[src/rtl/dpram_fifo_ctrl.sv]
// Synchronous FIFO controller for an external dual-port RAM (port A writes, port B reads).
// Optional sticky overflow/underflow outputs are enabled by defining FIFO_ERR_FLAGS_EN.
module dpram_fifo_ctrl #(
    parameter int unsigned DATA_W   = 8,
    parameter int unsigned ADDR_W   = 6,
    parameter int unsigned AF_LEVEL = 56
) (
    input  logic              clk,
    input  logic              rst,
    input  logic              wr_en,
    input  logic [DATA_W-1:0] wr_data,
    output logic              full,
    output logic              almost_full,
    input  logic              rd_en,
    output logic [DATA_W-1:0] rd_data,
    output logic              rd_valid,
    output logic              empty,
    output logic [ADDR_W:0]   count,
    output logic [DATA_W-1:0] ram_data_a,
    output logic [ADDR_W-1:0] ram_addr_a,
    output logic              ram_we_a,
    output logic [ADDR_W-1:0] ram_addr_b,
    output logic              ram_we_b,
    input  logic [DATA_W-1:0] ram_q_b
`ifdef FIFO_ERR_FLAGS_EN
    ,
    output logic              overflow,
    output logic              underflow
`endif
);

    localparam logic [ADDR_W:0] AfLevel = (ADDR_W + 1)'(AF_LEVEL);

    logic [ADDR_W:0] wr_ptr_q, wr_ptr_d;
    logic [ADDR_W:0] rd_ptr_q, rd_ptr_d;
    logic [ADDR_W:0] count_q, count_d;
    logic            empty_q, full_q, almost_full_q, rd_valid_q;
    logic            wr_acc, rd_acc;

    assign wr_acc = wr_en & ~full_q & ~rst;
    assign rd_acc = rd_en & ~empty_q & ~rst;

    always_comb begin
        wr_ptr_d = wr_ptr_q + (ADDR_W + 1)'(wr_acc);
        rd_ptr_d = rd_ptr_q + (ADDR_W + 1)'(rd_acc);
        // Pointer difference modulo 2**(ADDR_W+1) is the occupancy.
        count_d  = wr_ptr_d - rd_ptr_d;
    end

    always_ff @(posedge clk) begin
        if (rst) begin
            wr_ptr_q      <= '0;
            rd_ptr_q      <= '0;
            count_q       <= '0;
            empty_q       <= 1'b1;
            full_q        <= 1'b0;
            almost_full_q <= 1'b0;
            rd_valid_q    <= 1'b0;
        end else begin
            wr_ptr_q      <= wr_ptr_d;
            rd_ptr_q      <= rd_ptr_d;
            count_q       <= count_d;
            empty_q       <= (wr_ptr_d == rd_ptr_d);
            full_q        <= (wr_ptr_d[ADDR_W-1:0] == rd_ptr_d[ADDR_W-1:0]) &&
                             (wr_ptr_d[ADDR_W] != rd_ptr_d[ADDR_W]);
            almost_full_q <= (count_d >= AfLevel);
            rd_valid_q    <= rd_acc;
        end
    end

`ifdef FIFO_ERR_FLAGS_EN
    logic overflow_q, underflow_q;

    always_ff @(posedge clk) begin
        if (rst) begin
            overflow_q  <= 1'b0;
            underflow_q <= 1'b0;
        end else begin
            overflow_q  <= overflow_q | (wr_en & full_q);
            underflow_q <= underflow_q | (rd_en & empty_q);
        end
    end

    assign overflow  = overflow_q;
    assign underflow = underflow_q;
`endif

    assign full        = full_q;
    assign almost_full = almost_full_q;
    assign empty       = empty_q;
    assign count       = count_q;
    assign rd_valid    = rd_valid_q;
    // RAM registers q_b on the read edge, so the data lines up with rd_valid.
    assign rd_data     = ram_q_b;

    assign ram_we_a   = wr_acc;
    assign ram_addr_a = wr_ptr_q[ADDR_W-1:0];
    assign ram_data_a = wr_data;
    assign ram_addr_b = rd_ptr_q[ADDR_W-1:0];
    assign ram_we_b   = 1'b0;

endmodule

[config.mk]
export PLATFORM = sky130hd
export DESIGN_NAME = dpram_fifo_ctrl
export DESIGN_NICKNAME = d
export VERILOG_FILES = /design/src/rtl/dpram_fifo_ctrl.sv
export SDC_FILE = /design/constraint.sdc
export NUM_CORES = 1
export LEC_CHECK = 0
export CAP_MARGIN = 20
export CORE_UTILIZATION = 23
export CTS_CLUSTER_DIAMETER = 200
export DETAILED_ROUTE_END_ITERATION = 7
export GPL_TIMING_DRIVEN = 0
export SLEW_MARGIN = 15
export SYNTH_ARGS = -nofsm -noshare
export SYNTH_HDL_FRONTEND = slang
export SYNTH_SLANG_ARGS = --single-unit
[constraint.sdc]
create_clock -name clk -period 9.9 [get_ports clk]
set_clock_uncertainty 0.15 [all_clocks]
set_input_delay 2.475 -clock clk [delete_from_list [all_inputs] [get_ports clk]]
set_output_delay 2.475 -clock clk [all_outputs]
set_load 0.02 [all_outputs]
==> run summary <==
M1 WL = 1.31 mm
Hold crit path type = flop to flop
Critical path type = input pin to output pin
Total of max-cap violations = 0
Max layer used = met4
Row cnt = 28
Overall routing resource usage = 0.0964
CP dominant cell by count = clkbuf_1
Synth Warn # = 0
Fin nets = 227
Top-Level Pins = 61
Ant diodes = 0
Initial DRT Pass Iterations = 4
Clk Latency, worst-skew pair = 0.28 ns
Core area = 5960 um2
DRC Markers = 0
Synth cell count leaders = 29 x buf_4, 25 x dfxtp_1, 17 x nor2_1, 9 x nand3_1, 9 x nor2b_1
Initial DRC count = 22
Syn_area_per_cell = 9.34 um2
Met3 routed WL = 218 um
Seq/Total Area, Yosys = 0.350
Final hold viol count = 0
Worst path bufs/invs = 3
Top delay family on crit path = buffers and inverters
Share of layout cells above drive strength 1 = 0.221
CTS tree = done
Yosys top cell by area = dfxtp_1
Post-DP HPWL = 2.29 mm
Cts repair resizes = 0
Max Freq = 151 MHz
Reg clk slew, reported paths = 0.08 ns
Final Non-Filler Cells = 274
Clock sinks = 25
Final wirelength = 2.95 mm
Placed cells = 270
DIE AREA = 6530 um2
Most frequent cell after synthesis = buf_4
Period utilization = 0.671
Netlist cell types = 32
Yosys reg bits = 25
Startpoint types = input pin
Starting density of the core = 0.240
Root Buffer = clkbuf_8
Post-CTS setup buffers = 0
Worst setup EP type = output pin
Average routed wire per standard cell = 10.8 um
Number of setup violations in the final report = 0
Yosys top cell area share = 0.350
Buffers on Ports = 42
Number of global-route vias before repair = 1007
First-pass GRT wire length = 4.75 mm
Via count = 1100
Via-to-Cell Ratio = 4.01
Top post-synthesis cells by area = dfxtp_1 35%, buf_4 15%, ha_1 6.1%
Hold-fix buffers, CTS = 0
CTS max path bufs = 2
Critical Path AT = 4.02 ns
Slew Limit Fails = 0
Number of CTS-inserted buffers = 3
Syn nets = 180
GPL Wtd Cong = 0.801
Met2 wire length = 1.36 mm
EDFF count, synth = 0
Min cycle time layout = 6.64 ns
Worst Path Max Fanout = 10
Mapped cell area = 1430 um2
CP required = 7.28 ns
Async set or reset register ratio after synthesis = 0
Setup TNS = 0 ns
Die Height = 80.8 um
RSZ-0062 raised after global routing = false
P&R area growth vs syn = 39.2%
Total grt overflow = 0
Initial antenna violation count = 0
Worst VDD drop = 49.4 uV
ANT nets after route = 0
Pleak = 0.813 nW
H-tree depth = 1
CP Cell Sequence = clkbuf_1, clkbuf_1, nor3b_1, clkdlybuf4s50_1
Largest net degree at the start of global routing = 15
CP peak stage delay = 0.66 ns
Status = finished, final reports clean
Pwr dens = 112 nW/um2
Die width = 80.8 um
Slowest cell on crit path = clkdlybuf4s50_1
Post-synth top flop = dfxtp_1
Post-Syn Instances = 153
==> kinds of logic (layout without fill, tap and decap cells) <==
kind of cell / Yosys count / in the layout / share of synthesized area
compound gates: 13 / 13 / 0.0876
xor+xnor: 20 / 20 / 0.144
fa+ha+maj: 7 / 7 / 0.0613
buf+inv: 36 / 82 / 0.171
flops: 25 / 25 / 0.350
other cells: 1 / 1 / 0.00262
simple gates: 51 / 51 / 0.184
==> layout make-up <==
type	count	area (um2)
buffer	32	229
clock buffer	3	41.3
clock inverter	1	5.00
fill	637	3970
inverter	4	15.0
multi-input combinational	92	684
sequential	25	500
tap	75	93.8
timing repair buffer	42	420
==> state kept, by name, summed over array words and instances, names as in the netlist <==
signal / flops
empty: 1
rd_ptr_q: 7
almost_full: 1
wr_ptr_q: 7
full: 1
count: 7
rd_valid: 1
==> power by group <==
part	switching, mW	internal (mW)	total (mW)
clock network	0.0333	0.0282	0.0616
logic	0.0259	0.0278	0.0537
registers	0.00181	0.105	0.107
==> final timing paths <==
kind | from | endpoint | slack, ns | cells after the start
worst min-delay path | empty | rd_valid | 0.31 | 1
worst max-delay path | rst | ram_we_a | 3.26 | 4
worst max register to register | empty | almost_full | 6.85 | 11
worst min register to register | empty | rd_valid | 0.31 | 1
==> through the flow <==
stage | setup slack (ns) | cell area [um2] | power [mW] | hold slack, ns | utilization
after floorplan | 3.80 | 1430 | 0.143 | 0.337 | -
after global placement | 3.21 | 1940 | 0.163 | 0.299 | 0.326
after detailed placement | 3.21 | 1940 | 0.163 | 0.308 | 0.326
after CTS | 3.21 | 1990 | 0.225 | 0.319 | 0.334
after global routing | 3.14 | 1990 | 0.233 | 0.353 | 0.334
final | 3.26 | 1990 | 0.222 | 0.311 | 0.334
==> cells in the final DEF (no fill, tap or decap), types with 4 or more instances in the layout <==
cell / instances
nand3_1: 9
nand2_1: 5
dfxtp_1: 25
xor2_1: 8
inv_1: 4
buf_4: 29
nor2b_1: 9
clkdlybuf4s50_1: 42
nor2_1: 17
ha_1: 7
xnor2_1: 8
==> metal layers <==
| layer | GRT usage | vias to the layer above |
|---|---|---|
| met3 | 0.0213 | 5 |
| met4 | 0.0518 | 0 |
| met2 | 0.161 | 41 |
| met1 | 0.114 | 488 |
| met5 | 0 | - |
| li1 | - | 566 |
(Power assumes the default switching activity.)
